[src/rtl/gf3_pkg.sv]
// gf3_pkg: shared GF(3^97) constants, coefficient encoding, FSM states and F3 arithmetic
package gf3_pkg;
    localparam int M   = 97;
    localparam int W   = 2 * M;
    localparam int TAP = 12;
    localparam logic [1:0] F3_ZERO = 2'b00;
    localparam logic [1:0] F3_ONE  = 2'b01;
    localparam logic [1:0] F3_TWO  = 2'b10;
    typedef enum logic [1:0] {IDLE, RUN, DONE} state_t;
    function automatic logic [1:0] f3_add(input logic [1:0] a, input logic [1:0] b);
        logic [2:0] s;
        s = {1'b0, a} + {1'b0, b};
        return (s >= 3'd3) ? 2'(s - 3'd3) : s[1:0];
    endfunction
    function automatic logic [1:0] f3_neg(input logic [1:0] a);
        return {a[0], a[1]};
    endfunction
    function automatic logic [1:0] f3_sub(input logic [1:0] a, input logic [1:0] b);
        return f3_add(a, f3_neg(b));
    endfunction
endpackage

[src/rtl/gf3m_mulx_step.sv]
// gf3m_mulx_step: one combinational multiply-by-x (and optional divide-by-x) step modulo x^97 + x^12 + 2
module gf3m_mulx_step
    import gf3_pkg::*;
(
    input  logic [W-1:0] a,
    output logic [W-1:0] c
);
    // shift coefficients up one place; the top coefficient folds back as x^97 = 2x^12 + 1
    always_comb begin
        c = {a[W-3:0], a[W-1:W-2]};
        c[2*TAP+1:2*TAP] = f3_sub(a[2*TAP-1:2*TAP-2], a[W-1:W-2]);
    end
endmodule

// gf3m_divx_step: one combinational divide-by-x step, using x^-1 = x^96 + x^11
module gf3m_divx_step
    import gf3_pkg::*;
(
    input  logic [W-1:0] a,
    output logic [W-1:0] c
);
    // shift coefficients down one place; the constant coefficient feeds x^96 and x^11
    always_comb begin
        c = {a[1:0], a[W-1:2]};
        c[2*TAP-1:2*TAP-2] = f3_add(a[2*TAP+1:2*TAP], a[1:0]);
    end
endmodule

[src/rtl/gf3m_mulx_iter.sv]
// gf3m_mulx_iter: iterative C = A * x^K mod (x^97 + x^12 + 2), one step per clock; GF3M_MULX_DIR_EN adds a divide direction
module gf3m_mulx_iter
    import gf3_pkg::*;
#(
    parameter int KW = 8
) (
    input  logic          clk,
    input  logic          reset,
    input  logic          start,
`ifdef GF3M_MULX_DIR_EN
    input  logic          dir,
`endif
    input  logic [KW-1:0] K,
    input  logic [W-1:0]  A,
    output logic [W-1:0]  C,
    output logic          busy,
    output logic          done
);
    state_t        state_q, state_d;
    logic [W-1:0]  c_q, c_d, mul_c, step_c;
    logic [KW-1:0] cnt_q, cnt_d;
    logic          load;
    assign load = (state_q == IDLE) && start;
    gf3m_mulx_step u_mul (.a(c_q), .c(mul_c));
`ifdef GF3M_MULX_DIR_EN
    logic [W-1:0] div_c;
    logic         dir_q;
    gf3m_divx_step u_div (.a(c_q), .c(div_c));
    assign step_c = dir_q ? div_c : mul_c;
    // direction is captured with the accepted start and held for the whole operation
    always_ff @(posedge clk) begin
        if (reset) dir_q <= 1'b0;
        else if (load) dir_q <= dir;
    end
`else
    assign step_c = mul_c;
`endif
    // state, operand and step counter registers
    always_ff @(posedge clk) begin
        if (reset) begin
            state_q <= IDLE;
            c_q     <= '0;
            cnt_q   <= '0;
        end else begin
            state_q <= state_d;
            c_q     <= c_d;
            cnt_q   <= cnt_d;
        end
    end
    // next state: IDLE waits for start, RUN steps until the count is exhausted, DONE lasts one cycle
    always_comb begin
        state_d = (state_q == IDLE) ? (start ? RUN : IDLE)
                : (state_q == RUN)  ? ((cnt_q == '0) ? DONE : RUN)
                : IDLE;
    end
    // datapath: load on accepted start, otherwise step while RUN has steps left, else hold
    always_comb begin
        c_d   = c_q;
        cnt_d = cnt_q;
        if (load) begin
            c_d   = A;
            cnt_d = K;
        end else if (state_q == RUN && cnt_q != '0) begin
            c_d   = step_c;
            cnt_d = cnt_q - 1'b1;
        end
    end
    // outputs decode registered state only
    always_comb begin
        C    = c_q;
        busy = (state_q != IDLE);
        done = (state_q == DONE);
    end
endmodule

[config.mk]
export PLATFORM = sky130hd
export DESIGN_NAME = gf3m_mulx_iter
export DESIGN_NICKNAME = d
export VERILOG_FILES = /design/src/rtl/gf3_pkg.sv /design/src/rtl/gf3m_mulx_step.sv /design/src/rtl/gf3m_mulx_iter.sv
export SDC_FILE = /design/constraint.sdc
export NUM_CORES = 1
export LEC_CHECK = 0
export CORE_AREA = 2 2 154 156
export DETAILED_ROUTE_END_ITERATION = 8
export DIE_AREA = 0 0 156 158
export PLACE_DENSITY = 0.83
export REMOVE_ABC_BUFFERS = 1
export SYNTH_ARGS = -nofsm -noshare
export SYNTH_HDL_FRONTEND = slang
export SYNTH_SLANG_ARGS = --single-unit
[constraint.sdc]
create_clock -name clk -period 2.1 [get_ports clk]
set_input_delay 0.21 -clock clk [delete_from_list [all_inputs] [get_ports clk]]
set_output_delay 0.21 -clock clk [all_outputs]
set_load 0.05 [all_outputs]
### Word level (Yosys, flattened, before mapping)

Index checks and enable logic that the tools add are counted.

| operators by class | value |
|---|---|
| add/sub/neg operators | 3 |
| reductions and logical operators | 7 |
| magnitude comparators | 1 |
| muxes and demuxes | 9 |
| equal/unequal tests | 2 |

Operators by type and width:

| cell | number |
|---|---|
| $mux W194 | 2 |
| $mux W8 | 2 |
| $logic_not A8 Y1 | 1 |
| $mux W2 | 4 |
| $reduce_bool A8 Y1 | 1 |
| $sub A8 B1 Y8 const B | 1 |
| $reduce_bool A2 Y1 | 2 |
| $add A2 B2 Y3 | 1 |
| $ge A3 B2 Y1 const B | 1 |
| $eq A2 B1 Y1 const B | 1 |
| $eq A2 B2 Y1 const B | 1 |
| $logic_and A1 B1 Y1 | 2 |
| $logic_not A2 Y1 | 1 |
| $sub A2 B2 Y2 const B | 1 |
| $mux W1 | 1 |

| storage, ports and cells | value |
|---|---|
| register bits after elaboration | 204 |
| input bits | 205 |
| logic and storage cells | 25 |
| output and inout port bits | 196 |

### Longest topological paths before layout

Gate-level depths: netlist (run 1).

| logic depth | value |
|---|---|
| word-level depth | 5 |
| mapped depth | 8 |

### By module

A second synthesis (run 1) with hierarchy kept.

| unflattened totals | value |
|---|---|
| cell total of the unflattened synthesis | 1347 |
| area, all modules | 11040.6 µm² |

By module, submodules not included:

| module | times used | cells an instance | sequential area each (µm²) | area an instance (µm²) |
|---|---|---|---|---|
| gf3m_mulx_iter | 1 | 1143 | 4083.9 | 9489.1 |
| gf3m_mulx_step | 1 | 204 | 0.0 | 1551.5 |

### Least setup slack after synthesis (run 1)

OpenSTA, ideal clock, no wires.

| timing | value |
|---|---|
| kind | register -> register |
| from | register c_q[193], in the netlist C[193] |
| to | register c_q[24], in the netlist C[24] |
| clock period less this slack | 2.266 ns |
| setup time | 0.062 ns |
| buffers on the path | 0 |
| arrival time | 2.204 ns |
| setup slack | -0.166 ns |
| required time | 2.038 ns |
| cell stages (with the launch flop) | 8 |
| cell sequence | dfxtp_1 -> ha_1 -> fa_1 -> ha_1 -> or3_1 -> mux2i_1 -> nand3_1 -> nand3_1 |

| on the way | value |
|---|---|
| cells in the longest elaborated chain, start to end | 5 |

RTL lines:

| item | line | RTL |
|---|---|---|
| start, declared | gf3m_mulx_iter.sv:20 | `logic [W-1:0] c_q, c_d, mul_c, step_c;` |
| start signal, assigned | gf3m_mulx_iter.sv:42 | `c_q <= '0;` |
| start signal, assigned | gf3m_mulx_iter.sv:46 | `c_q <= c_d;` |
| $add A2 B2 Y3 (*) | gf3_pkg.sv:12 | `s = {1'b0, a} + {1'b0, b};` |
| $ge A3 B2 Y1 or $sub A2 B2 Y2 (tied branches) | gf3_pkg.sv:13 | `return (s >= 3'd3) ? 2'(s - 3'd3) : s[1:0];` |
| $mux W2 (*) | gf3_pkg.sv:13 |  |
| $mux W194 (*) | gf3m_mulx_iter.sv:63 | `end else if (state_q == RUN && cnt_q != '0) begin` |
| $mux W194 (*) | gf3m_mulx_iter.sv:60 | `if (load) begin` |

Mark *: on every way between the ends. The rest lies on a longest branch, timed or not. The select of a mux whose other input is x is not followed.
A chain may end at the register's enable or synchronous reset.

### Worst setup path after layout (run 1)

| timing | value |
|---|---|
| from | register c_q[192], in the netlist C[192] |
| to | output C[192] |

RTL lines:

| item | line | RTL |
|---|---|---|
| end, declared | gf3m_mulx_iter.sv:15 | `output logic [W-1:0] C,` |

No word-level cell between the ends.

==> impl_metrics.toml, run 1 <==
[clock_network]
clockRootBuffer = "clkbuf_16"
cts_tree = "done"
cts.path.max_buffers = 3
ctsHtreeMaxLevel = 1
clkLatencyLatePin_ns = 0.51
clk_pin_slew_ns = 0.06
numCtsBuffers = 23
clock_sinks = 204
cts_setup_buffers = 0

[place]
port_buffers = 400
place.gp.congestion = 0.909
placed_area_um2 = 13400
hpwl_um = 22700

[grt]
grt_pass1_wl_um = 51000
grt_overflow = 0
grt_antenna_before_repair = 0
grtUsageTotal_pct = 25.1
grt_pass1_vias = 9817
grt_max_degree = 93

[detailed_routing]
routedWlPerCell_um = 18.0
wl_met1_um = 12900
ant_nets = 0
first_iter_violations = 787
drc_errors = 0
routed_via_density = 5.73
wl_met2_um = 15200
first_pass_iters = 5
wl_met3_um = 2960
via_count = 10400
wl_um = 32600
topRoutingLayerUsed = "met4"

[timing]
period_share_pct = 97.1
fin_crit_ns = 2.04
max_clock_freq_mhz = 491
worst_pin_slew_ns = 0.615
slew_viol_final = 0
hold_viol = 0
slew_headroom_pct = 58.9
fin_skew_ns = 0.0137
setup_viol = 0
tns_ns = 0
rsz0062_at_grt = "false"

[synthesis]
yosysWarnings = 0
synth.avg_cell_area_um2 = 7.63
ys_ff_latch = 204
syn_area_um2 = 8920
synth_edf_count = 0
synth-main-ff-cell = "dfxtp_1"
ys_types = 36
synthArstFlopShare_pct = 0
yosysSeqAreaShare_pct = 45.8
syn_inst = 1170

[die]
start_util_pct = 38.7
boundaryPins = 401
die_x_um = 156
die_h_um = 158
core_area_um2 = 23100
fp-row-count = 56
die_area_um2 = 24600

[worst_setup_path]
required_ns = 1.89
critPathMaxFanout = 3
cp_top_family = "buffers and inverters"
critPathArrivalTime_ns = 1.83
endpoint_kind = "primary output"
path_cells = "buf_4, clkdlybuf4s50_1"
worst-setup-path-type = "register to primary output"
cp_slowest_stage_delay_ns = 0.80
crit_buf_inv = 2
cp_slowest_cell = "clkdlybuf4s50_1"
start_kind = "register"

[layout]
num_antenna_cells = 0
stdcell_area_um2 = 14100
syn_to_final_growth_pct = 58.4
layout.nets = 1719
drive_gt1_share_pct = 5.85

[power]
power.density_nw_per_um2 = 1080
ir_worst_vdd_mv = 0.794
power_leakage_nw = 5.14

[status]
outcome = "completed"

[min_path]
min_path_type = "input pin to register"

[job]
maxCapViolCount = 0
## synth_stat cells (all sizes together) (2+ instances only)
master	count	share of area, %
nand3b	2	0.17
inv	4	0.17
nor2	206	8.7
a21oi	2	0.11
nor3	387	22
nor4	193	14
a31oi	2	0.21
a2111oi	2	0.20
nor3b	2	0.17
or3	4	0.28
nand3	3	0.17
nand2	4	0.17
o21ai	2	0.11
ha	3	0.42
a211oi	2	0.17
clkbuf	93	3.9
buf	38	2.0
a311oi	3	0.29
dfxtp	204	46
## routing by layer
layer | global-route usage [%] | vias to the layer above
met5 | 0 | -
met2 | 41.8 | 524
met4 | 11.9 | 0
met1 | 30.5 | 4804
met3 | 6.02 | 108
li1 | - | 4951
## sequential cells by signal, indices dropped and copies added (netlist names)
name / count
C: 194
cnt_q: 8
state_q: 2
## power breakdown
part / internal (mW) / total [mW] / switching, mW
sequential: 4.49 / 5.06 / 0.563
clock: 2.51 / 4.11 / 1.60
combinational: 2.26 / 6.16 / 3.89
## worst paths after layout
kind / slack, ns / endpoint / depth (start not counted) / start
setup / recovery: 0.06 / C[192] / 2 / C[192]
hold / removal: 0.13 / state_q[0] / 2 / reset
setup reg to reg: 0.12 / C[112] / 6 / cnt_q[4]
hold reg to reg: 0.53 / C[23] / 2 / C[21]
## stage by stage
step	util [%]	cells	worst slack, ns	hold slack (ns)	total power [mW]
floorplan	-	1039	-20.43	0.279	8.48
global placement	58.0	1775	0.136	0.505	11.1
detailed placement	58.0	1775	0.0689	0.516	11.2
CTS	61.3	1812	0.0514	0.117	15.4
global route	61.3	1812	0.0168	0.142	16.0
finish	61.3	1812	0.0613	0.130	15.3
## area by class of cell
class                   instances  area, um2
fillers                      1951       8920
repair buffers                446       4590
multi-input cells             831       4330
flip-flops and latches        204       4080
clock buffers                  32        649
well taps                     290        363
clock inverters                 5        106
inverters                       4       15.0
## cells in the final DEF (no fill, tap or decap), types with 2 or more instances in the layout
cell type	netlist	layout
clkdlybuf4s50_1	0	397
nor3_1	387	387
nor2_1	206	206
dfxtp_1	204	204
nor4_1	192	192
buf_4	0	27
clkbuf_16	0	23
buf_12	0	19
clkbuf_1	93	5
inv_1	4	4
or3_1	4	4
clkbuf_8	0	4
nand3_1	3	3
nand2_1	4	3
a311oi_1	3	3
bufinv_16	0	3
nand3b_1	2	2
a21oi_1	2	2
o21ai_0	2	2
a211oi_1	2	2
a2111oi_0	2	2
ha_2	0	2
dlygate4sd2_1	0	2
## worst register-to-register path, stage by stage, from the launching register on
cell	delay, ns
dfxtp_1	0.37
nor4_4	0.41
a31o_4	0.28
buf_12	0.21
buf_4	0.22
nor3_1	0.07
nor4_1	0.31
## timing repair
item                                   4_1_cts  5_1_grt
pin swaps                                    0        1
resized for setup                            2        2
setup endpoints to repair                    2        2
endpoints found under the hold margin        0        0
hold buffers                                 0        0
## cell families after synthesis
group / Yosys count / synth area share, %
compound gates: 19 / 1.72
fa+ha+maj: 4 / 0.645
buf+inv: 135 / 6.07
flops: 204 / 45.8
mux: 2 / 0.238
simple gates: 806 / 45.6
(Power assumes the default switching activity.)
==> run 2: changes to the inputs <==
--- a/config.mk
+++ b/config.mk
@@ -5,7 +5,9 @@
 export SDC_FILE = /design/constraint.sdc
 export NUM_CORES = 1
 export LEC_CHECK = 0
+export CAP_MARGIN = 30
 export CORE_AREA = 2 2 154 156
+export CTS_CLUSTER_DIAMETER = 100
 export DETAILED_ROUTE_END_ITERATION = 8
 export DIE_AREA = 0 0 156 158
 export PLACE_DENSITY = 0.83
==> results of run 2 <==
The final DEF is identical to that of run 1; final timing and power are the same.
==> run 3: changes to the inputs <==
==> constraint.sdc (replaced) <==
create_clock -name clk -period 2.2 [get_ports clk]
set_input_delay 0.22 -clock clk [delete_from_list [all_inputs] [get_ports clk]]
set_output_delay 0.22 -clock clk [all_outputs]
set_load 0.05 [all_outputs]
==> run 3 against run 2 <==
Effect of this change:
- non-clock buffer count rose by 4
- first-iteration DRC count shrank 1.1%
- wire length shrank 1.3%
- via count is 0.28% lower
- critical path type unchanged
- highest routed layer is now met5
==> impl_metrics.toml, run 3 (same netlist as run 1, synthesis figures left out) <==
[layout]
largest_reg_flops = 194
layoutNonFillerInstCount = 1815
fill_cells = 1971
drive_gt1_share_pct = 5.90
final_cell_mix = "399 x clkdlybuf4s50_1, 387 x nor3_1, 206 x nor2_1"
layout_commonest_cell = "clkdlybuf4s50_1"
syn_to_final_growth_pct = 58.0
layout.nets = 1723
num_antenna_cells = 0

[min_path]
min_path_type = "input pin to register"
worstHoldStart = "reset"
hold_path_depth = 2

[timing]
rsz0062_at_grt = "false"
setup_viol = 0
tns_ns = 0
fin_skew_ns = 0.00582
hold_viol = 0
worst_pin_slew_ns = 0.579
period_share_pct = 97.4
slew_headroom_pct = 61.3
fin_crit_ns = 2.14
max_clock_freq_mhz = 466
slew_viol_final = 0

[clock_network]
cts.path.max_buffers = 3
clk_pin_slew_ns = 0.06
cts_tree = "done"
numCtsBuffers = 23
ctsHtreeMaxLevel = 1
cts_resized = 0
cts-hold-fix-buffers = 0
clockRootBuffer = "clkbuf_16"
clock_sinks = 204
clkLatencyLatePin_ns = 0.50
cts_setup_buffers = 0

[detailed_routing]
first_pass_iters = 5
ant_nets = 0
routedWlPerCell_um = 17.7
routed_via_density = 5.71
via_count = 10400
drc_errors = 0
wl_um = 32200
first_iter_violations = 778

[worst_setup_path]
r2r_cells = 6
cp-startpoint = "state_q[1]"
critPathArrivalTime_ns = 1.92
critPathMaxFanout = 6
worst-setup-path-type = "register to primary output"
required_ns = 1.98
start_kind = "register"
r2r_start = "cnt_q[7]"
endpoint_kind = "primary output"

[place]
dpl.cell_count = 1779
port_buffers = 400
place.gp.congestion = 0.887
hpwl_um = 22700

[die]
fp-row-count = 56
die_x_um = 156
core_area_um2 = 23100
die_h_um = 158
boundaryPins = 401
start_util_pct = 38.7
die_area_um2 = 24600

[grt]
grt_antenna_before_repair = 0
grt_overflow = 0
grtUsageTotal_pct = 24.7
grt_pass1_wl_um = 50300
grt_pass1_vias = 9808
grt_max_degree = 100

[job]
maxCapViolCount = 0

[power]
power_leakage_nw = 5.13
ir_worst_vdd_mv = 0.630
p_total_mw = 14.3
power.density_nw_per_um2 = 1020

[status]
outcome = "completed"
## run 3: cell count changes in the layout (fill, tap and decap cells not counted), sizes merged
| cell | previous run | this run |
|---|---|---|
| clkinv | 1 | 3 |
| clkdlybuf4s50 | 397 | 399 |
| dlygate4sd2 | 2 | 0 |
| clkinvlp | 1 | 0 |
| buf | 47 | 51 |
| bufinv | 3 | 1 |
## run 3: where the power goes
group	internal (mW)	total [mW]	switching [mW]	leakage [nW]
Clock	2.15	3.64	1.50	0.344
Combinational	2.17	5.87	3.70	3.09
Sequential	4.29	4.83	0.534	1.70
## run 3: worst paths after layout
path | end | slack [ns]
setup / recovery | busy | 0.06
hold / removal | state_q[0] | 0.18
setup reg to reg | C[113] | 0.16
hold reg to reg | cnt_q[0] | 0.53
## run 3: area by class of cell
cell class                      count  area [um2]  area share (%)
Inverter                            4        15.0           0.106
Tap cell                          290         363            2.57
Clock inverter                      4        45.0           0.319
Multi-Input combinational cell    831        4330            30.7
Sequential cell                   204        4080            29.0
Clock buffer                       32         649            4.60
Timing Repair Buffer              450        4620            32.7
## run 3: worst max-delay path, stage by stage, from the launching register on
cell,delay (ns)
dfxtp_1,0.43
nor2_1,0.13
inv_1,0.06
clkdlybuf4s50_1,0.79
## run 3: stage by stage
| stage | setup WS [ns] | hold WS, ns | cell area (um2) | util [%] |
|---|---|---|---|---|
| 6_report | 0.0563 | 0.180 | 14100 | 61.2 |
| 5_1_grt | 0.00326 | 0.194 | 14100 | 61.2 |
| 4_1_cts | 0.0302 | 0.149 | 14100 | 61.2 |
| 3_5_place_dp | 0.136 | 0.516 | 13400 | 58.2 |
| 3_3_place_gp | 0.231 | 0.516 | 13400 | 58.2 |
| 2_1_floorplan | -20.33 | 0.289 | 8400 | - |
## run 3: metal layers
metal | global-route usage [%] | up-vias | share of wire, %
li1 | - | 4960 | -
met1 | 29.3 | 4795 | 39
met2 | 42.4 | 510 | 48
met3 | 6.57 | 91 | 8.9
met4 | 10.4 | 2 | 4.4
met5 | 0 | - | 0.081
